File: config.mk
export PLATFORM = sky130hd
export DESIGN_NAME = expand_conv_feeder
export DESIGN_NICKNAME = d
export VERILOG_FILES = /design/src/rtl/expand_conv_feeder.sv
export SDC_FILE = /design/constraint.sdc
export NUM_CORES = 1
export LEC_CHECK = 0
export BUFFER_PORTS_ARGS = -buffer_cell sky130_fd_sc_hd__buf_2
export CORE_AREA = 5 5 329 331
export CTS_BUF_LIST = sky130_fd_sc_hd__clkbuf_4 sky130_fd_sc_hd__clkbuf_8
export DETAILED_ROUTE_END_ITERATION = 8
export DIE_AREA = 0 0 334 336
export HOLD_SLACK_MARGIN = 0.1
export PLACE_DENSITY = 0.5
export SLEW_MARGIN = 30
export SYNTH_ARGS = -nofsm -noshare
export SYNTH_HDL_FRONTEND = slang
export SYNTH_SLANG_ARGS = --single-unit
File: constraint.sdc
create_clock -name clk_i -period 7.6 [get_ports clk_i]
set_clock_uncertainty 0.2 [all_clocks]
set_input_delay 1.52 -clock clk_i [delete_from_list [all_inputs] [get_ports clk_i]]
set_output_delay 1.52 -clock clk_i [all_outputs]
set_load 0.01 [all_outputs]
File: src/rtl/expand_conv_feeder.sv
// Feed controller for the expand stage: paces layer/kernel RAM reads, aligns their data
// through a fixed pipeline and raises the per-unit data valid flags.
module expand_conv_feeder #(
    parameter int LAYER_W  = 72,
    parameter int KER3_W   = 72,
    parameter int N_KER3   = 4,
    parameter int KER1_W   = 32,
    parameter int CNT_W    = 8,
    parameter int AF_LEVEL = 230,
    parameter int RPT_W    = 7,
    parameter int PIPE_DLY = 2
) (
    input  logic                     clk_i,
    input  logic                     rst_n_i,
    input  logic                     start_i,
    input  logic [1:0]               mode_i,
    input  logic [RPT_W-1:0]         rpt_limit_i,
    input  logic [15:0]              layer_total_i,
    output logic                     layer_req_o,
    input  logic                     layer_ready_i,
    input  logic [LAYER_W-1:0]       layer_data_i,
    output logic                     ker3_req_o,
    input  logic                     ker3_ready_i,
    input  logic [N_KER3*KER3_W-1:0] ker3_data_i,
    output logic                     ker1_req_o,
    input  logic                     ker1_ready_i,
    input  logic [KER1_W-1:0]        ker1_data_i,
    input  logic [CNT_W-1:0]         fifo3_count_i,
    input  logic [CNT_W-1:0]         fifo1_count_i,
    output logic [LAYER_W-1:0]       layer_data_o,
    output logic [N_KER3*KER3_W-1:0] ker3_data_o,
    output logic [KER1_W-1:0]        ker1_data_o,
    output logic                     flag3_o,
    output logic                     flag1_o,
    output logic                     busy_o,
    output logic                     done_o,
    output logic [15:0]              layer_count_o
);
    localparam logic [1:0] S_IDLE  = 2'd0;
    localparam logic [1:0] S_RUN   = 2'd1;
    localparam logic [1:0] S_DRAIN = 2'd2;
    localparam logic [1:0] S_DONE  = 2'd3;

    localparam int FLG_DLY = PIPE_DLY + 1;
    localparam int DRN_W   = (PIPE_DLY < 1) ? 1 : $clog2(PIPE_DLY + 1);
    localparam logic [CNT_W-1:0] AF_LVL   = CNT_W'(AF_LEVEL);
    localparam logic [DRN_W-1:0] DRN_LAST = DRN_W'(PIPE_DLY);

    logic [1:0]         state_q, state_d;
    logic               en3_q, en3_d, en1_q, en1_d;
    logic [RPT_W-1:0]   rpt_lim_q, rpt_lim_d, rpt_cnt_q, rpt_cnt_d;
    logic [15:0]        total_q, total_d, layer_count_q, layer_count_d;
    logic [DRN_W-1:0]   drain_cnt_q, drain_cnt_d;
    logic               fifo_ok_q, fifo_ok_d;
    logic [FLG_DLY-1:0] flag3_sr_q, flag3_sr_d, flag1_sr_q, flag1_sr_d;

    logic [LAYER_W-1:0]       layer_pipe_q [PIPE_DLY];
    logic [LAYER_W-1:0]       layer_pipe_d [PIPE_DLY];
    logic [N_KER3*KER3_W-1:0] ker3_pipe_q  [PIPE_DLY];
    logic [N_KER3*KER3_W-1:0] ker3_pipe_d  [PIPE_DLY];
    logic [KER1_W-1:0]        ker1_pipe_q  [PIPE_DLY];
    logic [KER1_W-1:0]        ker1_pipe_d  [PIPE_DLY];

    logic beat, grp_last, layer_req;

    // A start cycle never issues reads: it only reloads the configuration.
    assign beat = (state_q == S_RUN) && !start_i && layer_ready_i
                  && (!en3_q || ker3_ready_i) && (!en1_q || ker1_ready_i) && fifo_ok_q;
    assign grp_last  = (rpt_cnt_q == (rpt_lim_q - RPT_W'(1)));
    assign layer_req = beat && grp_last;

    always_comb begin
        state_d       = state_q;
        en3_d         = en3_q;
        en1_d         = en1_q;
        rpt_lim_d     = rpt_lim_q;
        rpt_cnt_d     = rpt_cnt_q;
        total_d       = total_q;
        layer_count_d = layer_count_q;
        drain_cnt_d   = drain_cnt_q;
        flag3_sr_d    = {flag3_sr_q[FLG_DLY-2:0], beat && en3_q};
        flag1_sr_d    = {flag1_sr_q[FLG_DLY-2:0], beat && en1_q};

        case (state_q)
            S_RUN: begin
                if (beat) begin
                    rpt_cnt_d = grp_last ? '0 : rpt_cnt_q + RPT_W'(1);
                end
                if (layer_req && (layer_count_q != total_q)) begin
                    layer_count_d = layer_count_q + 16'd1;
                end
                if (layer_req && (layer_count_d == total_q)) begin
                    state_d     = S_DRAIN;
                    drain_cnt_d = '0;
                end
            end
            S_DRAIN: begin
                drain_cnt_d = drain_cnt_q + DRN_W'(1);
                if (drain_cnt_q == DRN_LAST) begin
                    state_d = S_DONE;
                end
            end
            S_DONE:  state_d = S_IDLE;
            default: state_d = S_IDLE;
        endcase

        // Restart/abort wins over everything, including flags still in flight.
        if (start_i) begin
            en3_d         = (mode_i != 2'b10);
            en1_d         = (mode_i != 2'b01);
            rpt_lim_d     = (rpt_limit_i == '0) ? RPT_W'(1) : rpt_limit_i;
            total_d       = layer_total_i;
            rpt_cnt_d     = '0;
            layer_count_d = '0;
            drain_cnt_d   = '0;
            flag3_sr_d    = '0;
            flag1_sr_d    = '0;
            state_d       = (layer_total_i != 16'd0) ? S_RUN : S_DONE;
        end

        // Uses the about-to-be-active enables so the first RUN cycle sees a valid verdict.
        fifo_ok_d = (!en3_d || (fifo3_count_i < AF_LVL)) && (!en1_d || (fifo1_count_i < AF_LVL));
    end

    always_comb begin
        layer_pipe_d[0] = layer_data_i;
        ker3_pipe_d[0]  = ker3_data_i;
        ker1_pipe_d[0]  = ker1_data_i;
        for (int i = 1; i < PIPE_DLY; i++) begin
            layer_pipe_d[i] = layer_pipe_q[i-1];
            ker3_pipe_d[i]  = ker3_pipe_q[i-1];
            ker1_pipe_d[i]  = ker1_pipe_q[i-1];
        end
    end

    always_ff @(posedge clk_i or negedge rst_n_i) begin
        if (!rst_n_i) begin
            state_q       <= S_IDLE;
            en3_q         <= 1'b0;
            en1_q         <= 1'b0;
            rpt_lim_q     <= '0;
            rpt_cnt_q     <= '0;
            total_q       <= '0;
            layer_count_q <= '0;
            drain_cnt_q   <= '0;
            fifo_ok_q     <= 1'b0;
            flag3_sr_q    <= '0;
            flag1_sr_q    <= '0;
            for (int i = 0; i < PIPE_DLY; i++) begin
                layer_pipe_q[i] <= '0;
                ker3_pipe_q[i]  <= '0;
                ker1_pipe_q[i]  <= '0;
            end
        end else begin
            state_q       <= state_d;
            en3_q         <= en3_d;
            en1_q         <= en1_d;
            rpt_lim_q     <= rpt_lim_d;
            rpt_cnt_q     <= rpt_cnt_d;
            total_q       <= total_d;
            layer_count_q <= layer_count_d;
            drain_cnt_q   <= drain_cnt_d;
            fifo_ok_q     <= fifo_ok_d;
            flag3_sr_q    <= flag3_sr_d;
            flag1_sr_q    <= flag1_sr_d;
            layer_pipe_q  <= layer_pipe_d;
            ker3_pipe_q   <= ker3_pipe_d;
            ker1_pipe_q   <= ker1_pipe_d;
        end
    end

    assign layer_req_o   = layer_req;
    assign ker3_req_o    = beat && en3_q;
    assign ker1_req_o    = beat && en1_q;
    assign layer_data_o  = layer_pipe_q[PIPE_DLY-1];
    assign ker3_data_o   = ker3_pipe_q[PIPE_DLY-1];
    assign ker1_data_o   = ker1_pipe_q[PIPE_DLY-1];
    assign flag3_o       = flag3_sr_q[FLG_DLY-1];
    assign flag1_o       = flag1_sr_q[FLG_DLY-1];
    assign busy_o        = (state_q != S_IDLE);
    assign done_o        = (state_q == S_DONE);
    assign layer_count_o = layer_count_q;
endmodule

# Yosys cells after proc, flatten, opt, wreduce, memory -nomap -nowiden
# Index checks and enable logic that the tools add are counted.
# totals
reg_bits	843
output_inout_bits	415
elab_cells	84
in_bits	439
# op_classes
n_addsub	4
n_eq_ne	11
n_lt_le_gt_ge	2
n_mux	21
n_reduce_logical	29
# ops
cell	n
two-way mux 16 bit	4
two-way mux 7 bit	5
adder 16 x 1 -> 16 bit (second input constant)	1
== test 16 bit	1
< comparator 8 bit (second input constant)	2
inequality test 16 bit	1
nonzero test 16 bit	1
two-way mux 2 bit	6
logical AND 1 bit	11
case mux 2 bit (2 select lines)	2
adder 7 x 1 -> 7 bit (second input constant)	1
== test 7 bit	1
zero test 7 bit	1
subtractor 7 x 1 -> 7 bit (second input constant)	1
== test 2 bit (second input constant)	3
two-way mux 3 bit	2
AND reduction 2 bit	3
nonzero test 2 bit	3
zero test 1 bit	5
logical OR 1 bit	4
inequality test 3 x 2 -> 1 bit (second input constant)	1
inequality test 3 bit (second input constant)	1
nonzero test 3 bit	1
adder 2 x 1 -> 2 bit (second input constant)	1
other kinds (4)	5

# Depth between registers and ports, before layout
# Gate-level depths: netlist of the first run.
# logic_depth
ltp_word	15
depth_mapped	13
mapped_depth_nobuf	12

# Least setup slack after synthesis of the first run
# Ideal clock, no wire load.
# synth_timing
path_type	input-to-output
start	input start_i
end	output ker1_req_o
stages	5
path_buffers	2
arrival_time_ns	2.660
setup_slack_ns	3.220
required_ns	5.880
cell_sequence	clkbuf_1 > nand4b_1 > a221oi_2 > clkbuf_1 > and2_1
# synth_via
elab_chain_cells	7
# synth_rtl
item	line	text
start: declaration	15	input logic start_i,
zero test 1 bit	67	assign beat = (state_q == S_RUN) && !start_i && layer_ready_i
logical AND 1 bit (2 in a row)	67	
logical AND 1 bit (3 in a row)	68	&& (!en3_q || ker3_ready_i) && (!en1_q || ker1_ready_i) && fifo_ok_q;
logical AND 1 bit	174	assign ker1_req_o = beat && en1_q;
end: declaration	25	output logic ker1_req_o,
# Every way passes these cells.

# Worst setup path after layout of the first run
# layout_timing
start	input start_i
end	output layer_req_o
# layout_via
elab_chain_cells	7
# layout_rtl
item	line	text
zero test 1 bit	67	
logical AND 1 bit (2 in a row)	67	
logical AND 1 bit (3 in a row)	68	
logical AND 1 bit	70	assign layer_req = beat && grp_last;
end: declaration	19	output logic layer_req_o,
# Every way passes these cells.

==> flow_summary.json, run 1 <==
{
  "status": "finished clean",
  "syn-num-nets": 1576,
  "min_period_ns": 4.67,
  "ant_nets": 0,
  "slowest_stage": "a221oi_2",
  "seq_power_share": 0.500,
  "cpMostUsedCell": "buf_2",
  "vdd_drop_max_v": 0.000201,
  "leakage_uw": 0.0156,
  "synth_xor_area_frac": 0.0198,
  "path_clk_slew_ns": 0.06,
  "drv_slew": 0,
  "yosys-mux-area-fraction": 0.0115,
  "port_buffers": 851,
  "path_class": "primary input to output port",
  "synthSimpleGateAreaFrac": 0.0308,
  "hold_path_class": "flip-flop to flip-flop",
  "gp_congestion": 0.860,
  "clkLatencyLatePin_ns": 0.80,
  "grt_antenna_before_repair": 21,
  "netlist_area_um2": 23100,
  "async_flop_share": 1.00,
  "syn_to_final_growth_pct": 40.0,
  "rsz0062_at_grt": "no",
  "die_area_um2": 112000,
  "synth_cell_types": 54,
  "cts_root_buffer": "clkbuf_8",
  "combPwrFrac": 0.055,
  "crit_chain": "buf_2, nand4b_1, a221oi_2, buf_4, o2111a_1, buf_2",
  "cts-resized-gates": 0,
  "drc": 0,
  "dr.first_iter.drc_count": 434,
  "hold_viol_final": 0,
  "yosys_warnings": 0,
  "arrival_ns": 2.95,
  "powerDensity_nw_per_um2": 298,
  "grt_max_degree": 184,
  "clkPwrFrac": 0.445,
  "synth.area.top_cells": "dfrtp_1 (91%), xnor2_1 (1.1%), mux2_2 (1.0%), xor2_1 (0.72%), nor2_1 (0.62%)",
  "met3_usage": 0.0632,
  "setup_tns_ns": 0,
  "die_w_um": 334,
  "nets": 2569,
  "layout-drive-gt1-share": 0.514,
  "synth_compound_area_frac": 0.0162,
  "grt.busiest_layer": "met2",
  "synth_top_family_by_area": "simple AND/OR/NAND/NOR gates",
  "synth_edf_count": 0,
  "routed_via_density": 3.62,
  "switchingPower_uw": 2260,
  "cts_buffers": 141,
  "n_fill_cell": 10500,
  "drt_wl_total_um": 66800,
  "grt_remaining_overflow": 0,
  "ys_seq_elements": 843,
  "slowest_delay_ns": 0.38,
  "tritoncts": "yes",
  "cp-start-kind": "primary input",
  "finalSetupViolCount": 0,
  "io_pins": 854,
  "end_kind": "output port",
  "syn_inst": 1129,
  "vias": 13100,
  "sw_frac_of_total": 0.235,
  "synth.avg_cell_area_um2": 20.5,
  "hpwl_um": 49700,
  "max_freq_mhz": 214,
  "holdWs_ns": 0.0993,
  "grtUsageMet2": 0.192,
  "cts_setup_buffers": 0,
  "cts_sinks": 843,
  "fp.dieH_um": 336,
  "min_path_cells": 0,
  "grt_pass1_wl_um": 97200,
  "grt_use_met1": 0.126,
  "drt_pre_antenna_iters": 6,
  "num_rows": 119,
  "required_ns": 5.88,
  "htreeDepth": 4,
  "core_area_um2": 105000,
  "initial_core_util": 0.220,
  "p_int_uw": 7360,
  "clock_path_buffers": 3,
  "cts_hold_buf": 0,
  "wl_per_cell_um": 18.4,
  "grt_pass1_vias": 15200,
  "crit_fanout": 12,
  "yosys.area.top_type": "dfrtp_1",
  "grt_usage": 0.116,
  "synth_adder_area_share": 0.00433,
  "yosysSeqAreaShare": 0.913,
  "synth.top_cell.area_share": 0.913,
  "maxCapViolCount": 0,
  "slew_headroom": 0.428,
  "synth_flop_cell": "dfrtp_1",
  "r2r_cells": 12,
  "final.period_utilization": 0.615,
  "tightest_slew_ns": 0.854,
  "p_total_uw": 9620
}
## critical path, delay by kind of cell
family	cells	cell delay, ns
AND/OR/NAND/NOR	1	0.18
AO/OA/AOI/OAI	2	0.68
buffers and inverters	3	0.56
## synth_stat cells (2+ instances only)
| cell | count |
|---|---|
| a211oi_1 | 4 |
| a21oi_1 | 10 |
| a22oi_1 | 3 |
| a31o_2 | 2 |
| a31oi_1 | 2 |
| and2_1 | 4 |
| and3_1 | 2 |
| and4_1 | 3 |
| buf_2 | 2 |
| clkbuf_1 | 12 |
| dfrtp_1 | 843 |
| ha_1 | 8 |
| inv_1 | 11 |
| mux2_2 | 21 |
| mux2i_1 | 3 |
| nand2_1 | 21 |
| nand2b_1 | 4 |
| nand3_1 | 10 |
| nand3b_1 | 3 |
| nand4_1 | 7 |
| nand4b_1 | 2 |
| nor2_1 | 38 |
| nor2b_1 | 8 |
| nor3_1 | 7 |
| nor3_2 | 2 |
| nor3b_1 | 3 |
| nor4_1 | 7 |
| nor4_2 | 2 |
| nor4b_1 | 2 |
| o2111a_1 | 2 |
| o21ai_0 | 8 |
| o22a_1 | 2 |
| or4_1 | 4 |
| xnor2_1 | 28 |
| xnor3_1 | 2 |
| xor2_1 | 19 |
## layout make-up
class | instances | area, µm² | area share
flip-flops and latches | 843 | 21100 | 0.652
repair buffers | 865 | 4480 | 0.138
clock buffers | 207 | 2590 | 0.0800
multi-input cells | 260 | 1910 | 0.0590
well taps | 1391 | 1740 | 0.0538
clock inverters | 38 | 468 | 0.0145
inverters | 11 | 41.3 | 0.00128
diodes | 9 | 22.5 | 0.000696
## kinds of logic after synthesis
logic type,Yosys count
DFF,843
and+or+nand+nor,132
xor gates and xnor gates,49
AOI/OAI and AO/OA,47
buffers and inverters,26
muxes,24
adders and majority gates,8
## through the flow
step           setup WS (ns)  std cells  instance area, µm²   util
2_1_floorplan           3.22       1129               23100      -
3_3_place_gp            2.43       3367               29200  0.278
3_5_place_dp            2.43       3367               29200  0.278
4_1_cts                 2.89       3612               32200  0.307
5_1_grt                 2.84       3616               32300  0.308
6_report                2.93       3624               32300  0.309
## sequential cells by signal, summed over array words and instances (netlist names), 2 cells and up
name / flops
drain_cnt_q: 2
flag1_sr_q: 3
flag3_sr_q: 3
ker1_data_o: 32
ker1_pipe_d: 32
ker3_data_o: 288
ker3_pipe_d: 288
layer_count_o: 16
layer_data_o: 72
layer_pipe_d: 72
rpt_cnt_q: 7
rpt_lim_q: 7
state_q: 2
total_q: 16
## power groups by stage
stage / clock network, µW / logic [µW] / registers (µW)
2_1_floorplan: 0 / 95.1 / 4920
3_3_place_gp: 0 / 536 / 4880
3_5_place_dp: 0 / 544 / 4890
4_1_cts: 4460 / 548 / 4810
5_1_grt: 4670 / 592 / 4830
6_report: 4280 / 534 / 4810
## routing by layer
metal,share of wire,vias up
met1,0.35,6616
met4,0.032,10
met5,0.0010,-
li1,-,5685
met3,0.12,156
met2,0.50,655
## layout by cell type, fill, tap and decap left out, drive strengths merged, types with 2 or more instances in the layout
cell | netlist | layout
a211oi | 4 | 4
a21oi | 11 | 11
a22oi | 3 | 3
a31o | 2 | 2
a31oi | 2 | 2
and2 | 4 | 4
and3 | 2 | 2
and4 | 3 | 3
buf | 3 | 865
bufinv | 0 | 6
clkbuf | 12 | 207
clkinv | 0 | 17
clkinvlp | 0 | 4
dfrtp | 843 | 843
diode | 0 | 9
ha | 8 | 8
inv | 11 | 22
mux2 | 21 | 21
mux2i | 3 | 3
nand2 | 21 | 21
nand2b | 4 | 4
nand3 | 11 | 11
nand3b | 3 | 3
nand4 | 7 | 7
nand4b | 2 | 2
nor2 | 38 | 38
nor2b | 8 | 8
nor3 | 9 | 9
nor3b | 3 | 3
nor4 | 9 | 9
nor4b | 2 | 2
o2111a | 2 | 2
o2111ai | 2 | 2
o21ai | 8 | 8
o22a | 2 | 2
or4 | 4 | 4
xnor2 | 28 | 28
xnor3 | 2 | 2
xor2 | 19 | 19
## path summary, 6_finish.rpt
kind,startpoint,end,slack (ns)
worst max register to register,rpt_lim_q[0]$_DFFE_PN0P_,state_q[1]$_DFFE_PN0P_,3.22
min in group asynchronous,rst_n_i,ker3_pipe_d[189]$_DFF_PN0_,0.44
worst min-delay path,layer_pipe_d[53]$_DFF_PN0_,layer_data_o[53]$_DFF_PN0_,0.1
max in group asynchronous,rst_n_i,ker3_pipe_d[269]$_DFF_PN0_,5.04
worst min register to register,layer_pipe_d[53]$_DFF_PN0_,layer_data_o[53]$_DFF_PN0_,0.1
worst max-delay path,start_i,layer_req_o,2.93
Note: power is estimated with default switching activity, not from simulation.
==> run 2: changes to the inputs <==
- CORE_AREA: 5 5 329 331 -> 5 5 332 334
- DIE_AREA: 0 0 334 336 -> 0 0 337 339
- clock period: 7.6 -> 4.86 ns (I/O delays scaled with it)
==> flow_summary.json, run 2 (same netlist as run 1, synthesis figures left out) <==
{
  "critPathTopFamily": "simple AND/OR/NAND/NOR gates",
  "ant_nets": 0,
  "core_area_um2": 107000,
  "tritoncts": "yes",
  "finalSetupViolCount": 0,
  "syn_to_final_growth_pct": 57.4,
  "seq_power_share": 0.494,
  "die_area_um2": 114000,
  "fp.dieH_um": 339,
  "dr.first_iter.drc_count": 547,
  "cts_buffers": 141,
  "drt_pre_antenna_iters": 6,
  "grt_max_degree": 113,
  "grt_use_met1": 0.129,
  "cts_root_buffer": "clkbuf_8",
  "vias": 14700,
  "grt_remaining_overflow": 0,
  "path_class": "flip-flop to flip-flop",
  "vdd_drop_max_v": 0.000308,
  "layout_commonest_cell": "buf_2",
  "final_core_util": 0.341,
  "sw_frac_of_total": 0.233,
  "tightest_slew_ns": 0.782,
  "powerDensity_nw_per_um2": 418,
  "end_kind": "flip-flop",
  "num_rows": 120,
  "wl_per_cell_um": 17.3,
  "cts_sinks": 843,
  "clkLatencyLatePin_ns": 0.78,
  "switchingPower_uw": 3550,
  "required_ns": 5.32,
  "htreeDepth": 4,
  "cp.buffers_inverters": 2,
  "min_period_ns": 3.97,
  "drt_wl_total_um": 70000,
  "p_int_uw": 11700,
  "cp-start-kind": "flip-flop",
  "gp_congestion": 0.863,
  "status": "finished clean",
  "slew_headroom": 0.474,
  "final.period_utilization": 0.818,
  "cts_setup_buffers": 0,
  "hpwl_um": 50100,
  "layout-drive-gt1-share": 0.440,
  "grt.busiest_layer": "met2",
  "met3_usage": 0.0488,
  "arrival_ns": 4.43,
  "slowest_delay_ns": 0.56,
  "rsz0062_at_grt": "no",
  "holdWs_ns": 0.132,
  "drc": 0,
  "max_freq_mhz": 252,
  "grtUsageMet2": 0.215,
  "combPwrFrac": 0.073,
  "layout_common_cells": "buf_2 (850), dfrtp_1 (843), dlygate4sd3_1 (396), clkbuf_8 (164), clkbuf_4 (50)",
  "initial_core_util": 0.217,
  "path_clk_slew_ns": 0.06,
  "n_fill_cell": 10200,
  "routed_via_density": 3.64,
  "maxCapViolCount": 0,
  "grt_usage": 0.122,
  "grt_pass1_vias": 17400,
  "clock_path_buffers": 3,
  "port_buffers": 851,
  "crit_fanout": 9,
  "grt_antenna_before_repair": 11,
  "slowest_stage": "or4_1",
  "clkPwrFrac": 0.432,
  "die_w_um": 337,
  "crit_chain": "inv_1, ha_1, nand4b_1, a221oi_2, buf_4, o2111ai_4, nor3_2, a21oi_1, or4_1, nor4_2, a21bo_2, mux2i_1, nand2_1",
  "grt_pass1_wl_um": 106000,
  "io_pins": 854,
  "setup_tns_ns": 0,
  "leakage_uw": 0.0173,
  "drv_slew": 0,
  "hold_viol_final": 0,
  "nets": 2979,
  "hold_path_class": "flip-flop to flip-flop"
}
==> run 2: worst paths after layout <==
| kind | start | endpoint | slack [ns] | cells after the start |
|---|---|---|---|---|
| max | state_q[1]$_DFFE_PN0P_ | state_q[1]$_DFFE_PN0P_ | 0.89 | 13 |
| min | ker3_pipe_d[242]$_DFF_PN0_ | ker3_data_o[242]$_DFF_PN0_ | 0.13 | 0 |
| max reg2reg | state_q[1]$_DFFE_PN0P_ | state_q[1]$_DFFE_PN0P_ | 0.89 | 13 |
| min reg2reg | ker3_pipe_d[242]$_DFF_PN0_ | ker3_data_o[242]$_DFF_PN0_ | 0.13 | 0 |
| max in group asynchronous | rst_n_i | ker3_data_o[77]$_DFF_PN0_ | 2.75 | 4 |
| min in group asynchronous | rst_n_i | total_q[1]$_DFFE_PN0P_ | 0.54 | 2 |
==> run 2: repair_timing <==
action | CTS | global route
hold endpoints to repair | 459 | 0
endpoints found under the setup margin | 0 | 0
hold buffers | 396 | 0
resized for setup | 0 | 0
==> run 2: power by group through the flow <==
stage	clock (µW)	sequential (µW)	combinational, µW
after global routing	7200	7550	1220
after global placement	0	7620	860
after detailed placement	0	7640	872
after CTS	6860	7520	1140
final	6570	7520	1110
after floorplan	0	7690	149
==> run 2: worst register-to-register path: stages (launching register included) <==
cell and delay [ns]:
dfrtp_1 0.39, inv_1 0.10, ha_1 0.23, nand4b_1 0.14, a221oi_2 0.37, buf_4 0.27, o2111ai_4 0.22, nor3_2 0.33
a21oi_1 0.10, or4_1 0.56, nor4_2 0.41, a21bo_2 0.27, mux2i_1 0.21, nand2_1 0.06
==> run 2: layout make-up <==
type,instances,area (µm²),share of cell area
clock inverters,32,388,0.0107
diodes,5,12.5,0.000344
multi-input cells,260,1910,0.0525
well taps,1403,1760,0.0483
repair buffers,1275,8540,0.235
clock buffers,214,2630,0.0724
inverters,11,41.3,0.00114
flip-flops and latches,843,21100,0.580
==> run 2: through the flow <==
stage	worst slack (ns)	instance area, µm²	total power, µW	instances
2_1_floorplan	1.08	23100	7840	1129
3_3_place_gp	0.439	29300	8480	3395
3_5_place_dp	0.483	29300	8510	3395
4_1_cts	0.750	36300	15500	4037
5_1_grt	0.615	36400	16000	4041
6_report	0.887	36400	15200	4043
==> run 2: per-layer routing <==
layer	vias up	part of all wire	wire, µm
met5	-	0.00049	34
met4	4	0.036	2500
met3	164	0.091	6390
met2	633	0.52	36700
met1	7419	0.35	24400
li1	6505	-	-
==> run 3: changes to the inputs <==
- clock period: 4.86 -> 3.8 ns (I/O delays scaled with it)
==> flow_summary.json, run 3 (same netlist as run 1, synthesis figures left out) <==
{
  "core_area_um2": 107000,
  "htreeDepth": 4,
  "path_clk_slew_ns": 0.07,
  "path_class": "flip-flop to output port",
  "wl_per_cell_um": 17.4,
  "final_core_util": 0.348,
  "layout_common_cells": "buf_2 (849), dfrtp_1 (843), dlygate4sd3_1 (424), clkbuf_8 (180), buf_4 (52)",
  "vias": 15100,
  "dpl_cell_area_um2": 29600,
  "dr.first_iter.drc_count": 474,
  "slowest_delay_ns": 0.47,
  "hold_path_class": "flip-flop to flip-flop",
  "initial_core_util": 0.217,
  "finalSetupViolCount": 0,
  "gp_congestion": 0.879,
  "dp_cells": 3421,
  "grt_antenna_before_repair": 10,
  "cts_sinks": 843,
  "clkLatencyLatePin_ns": 0.77,
  "drc": 0,
  "grt_pass1_wl_um": 107000,
  "end_kind": "output port",
  "cpMostUsedCell": "buf_6",
  "num_rows": 120,
  "hpwl_um": 50900,
  "finalInstanceArea_um2": 37100,
  "final.period_utilization": 0.956,
  "arrival_ns": 2.67,
  "tightest_slew_ns": 0.683,
  "cts_root_buffer": "clkbuf_8",
  "grt_remaining_overflow": 0,
  "die_w_um": 337,
  "routed_via_density": 3.67,
  "dp_slack_ns": -0.0667,
  "port_buffers": 851,
  "nets": 3042,
  "leakage_uw": 0.0177,
  "syn_to_final_growth_pct": 60.8,
  "drv_slew": 0,
  "crit_fanout": 3,
  "grt_max_degree": 113,
  "io_pins": 854,
  "layout-drive-gt1-share": 0.448,
  "crit_chain": "inv_2, ha_4, nand4_1, a2111oi_4, buf_4, o2111a_1, buf_6, buf_6",
  "vdd_drop_max_v": 0.000412,
  "maxCapViolCount": 0,
  "min_period_ns": 3.63,
  "ant_nets": 0,
  "cts_buffers": 141,
  "tritoncts": "yes",
  "clock_path_buffers": 3,
  "cp-start-kind": "flip-flop",
  "final_cells": 4112,
  "hold_viol_final": 0,
  "grt_usage": 0.123,
  "drt_wl_total_um": 71600,
  "n_fill_cell": 10200,
  "max_freq_mhz": 275,
  "grt_pass1_vias": 17900,
  "rsz0062_at_grt": "yes",
  "status": "finished clean",
  "fp.dieH_um": 339,
  "slew_headroom": 0.545,
  "slowest_stage": "a2111oi_4",
  "setup_slack_ns": 0.167,
  "powerDensity_nw_per_um2": 532,
  "die_area_um2": 114000,
  "required_ns": 2.84,
  "layout_commonest_cell": "buf_2",
  "drt_pre_antenna_iters": 4
}
## run 3: cell types whose count changed in the layout (fill, tap and decap cells not counted), sizes merged
cell | before | now
buf | 879 | 914
clkbuf | 214 | 217
dlygate4sd3 | 396 | 424
clkinv | 17 | 13
clkinvlp | 1 | 7
diode | 5 | 6
## run 3: final cells by class
| cell class | count | area [µm²] | share of cell area |
|---|---|---|---|
| flip-flops and latches | 843 | 21100 | 0.568 |
| repair buffers | 1338 | 9110 | 0.245 |
| clock buffers | 217 | 2760 | 0.0742 |
| multi-input cells | 260 | 2000 | 0.0538 |
| well taps | 1403 | 1760 | 0.0473 |
| clock inverters | 34 | 365 | 0.00984 |
| inverters | 11 | 41.3 | 0.00111 |
| diodes | 6 | 15.0 | 0.000404 |
## run 3: through the flow
step           hold slack, ns  TNS (ns)  power, µW
5_1_grt                 0.124   -0.0674      20700
3_3_place_gp            0.131   -0.0807      10900
3_5_place_dp            0.135   -0.0676      10900
4_1_cts                 0.104         0      20100
2_1_floorplan           0.131         0      10000
6_report                0.125         0      19800
## run 3: worst paths after layout
kind | startpoint | end | slack [ns] | depth (start not counted)
worst max-delay path | rpt_lim_q[0]$_DFFE_PN0P_ | layer_req_o | 0.17 | 8
worst min-delay path | ker3_pipe_d[23]$_DFF_PN0_ | ker3_data_o[23]$_DFF_PN0_ | 0.12 | 0
worst max register to register | rpt_lim_q[0]$_DFFE_PN0P_ | state_q[1]$_DFFE_PN0P_ | 0.18 | 15
worst min register to register | ker3_pipe_d[23]$_DFF_PN0_ | ker3_data_o[23]$_DFF_PN0_ | 0.12 | 0
max in group asynchronous | rst_n_i | ker3_data_o[111]$_DFF_PN0_ | 1.97 | 4
min in group asynchronous | rst_n_i | ker3_data_o[220]$_DFF_PN0_ | 0.33 | 2
## run 3: where the power goes
part / internal [µW] / switching, µW
Sequential: 9440 / 172
Clock: 4940 / 3700
Combinational: 755 / 739
Total: 15100 / 4620
## run 3: per-layer routing
metal,GRT usage,part of all wire,vias up
li1,-,-,6643
met1,0.127,0.35,7589
met2,0.218,0.52,670
met3,0.0511,0.094,179
met4,0.0568,0.040,0
met5,0,0,-
## run 3: repair_timing
| item | CTS | global route |
|---|---|---|
| resized for setup | 6 | 19 |
| pin swaps | 6 | 5 |
| setup buffers | 5 | 5 |
| endpoints found under the hold margin | 524 | 0 |
| endpoints found under the setup margin | 4 | 5 |
| hold buffers | 424 | 0 |
## run 3: critical path: cells and delay by family (launching register included)
kind                     cells  cell delay [ns]
AO/OA/AOI/OAI                2             0.68
adder cells (fa/ha/maj)      1             0.14
buffers and inverters        4             0.51
AND/OR/NAND/NOR              1             0.16
flip-flops                   1             0.42
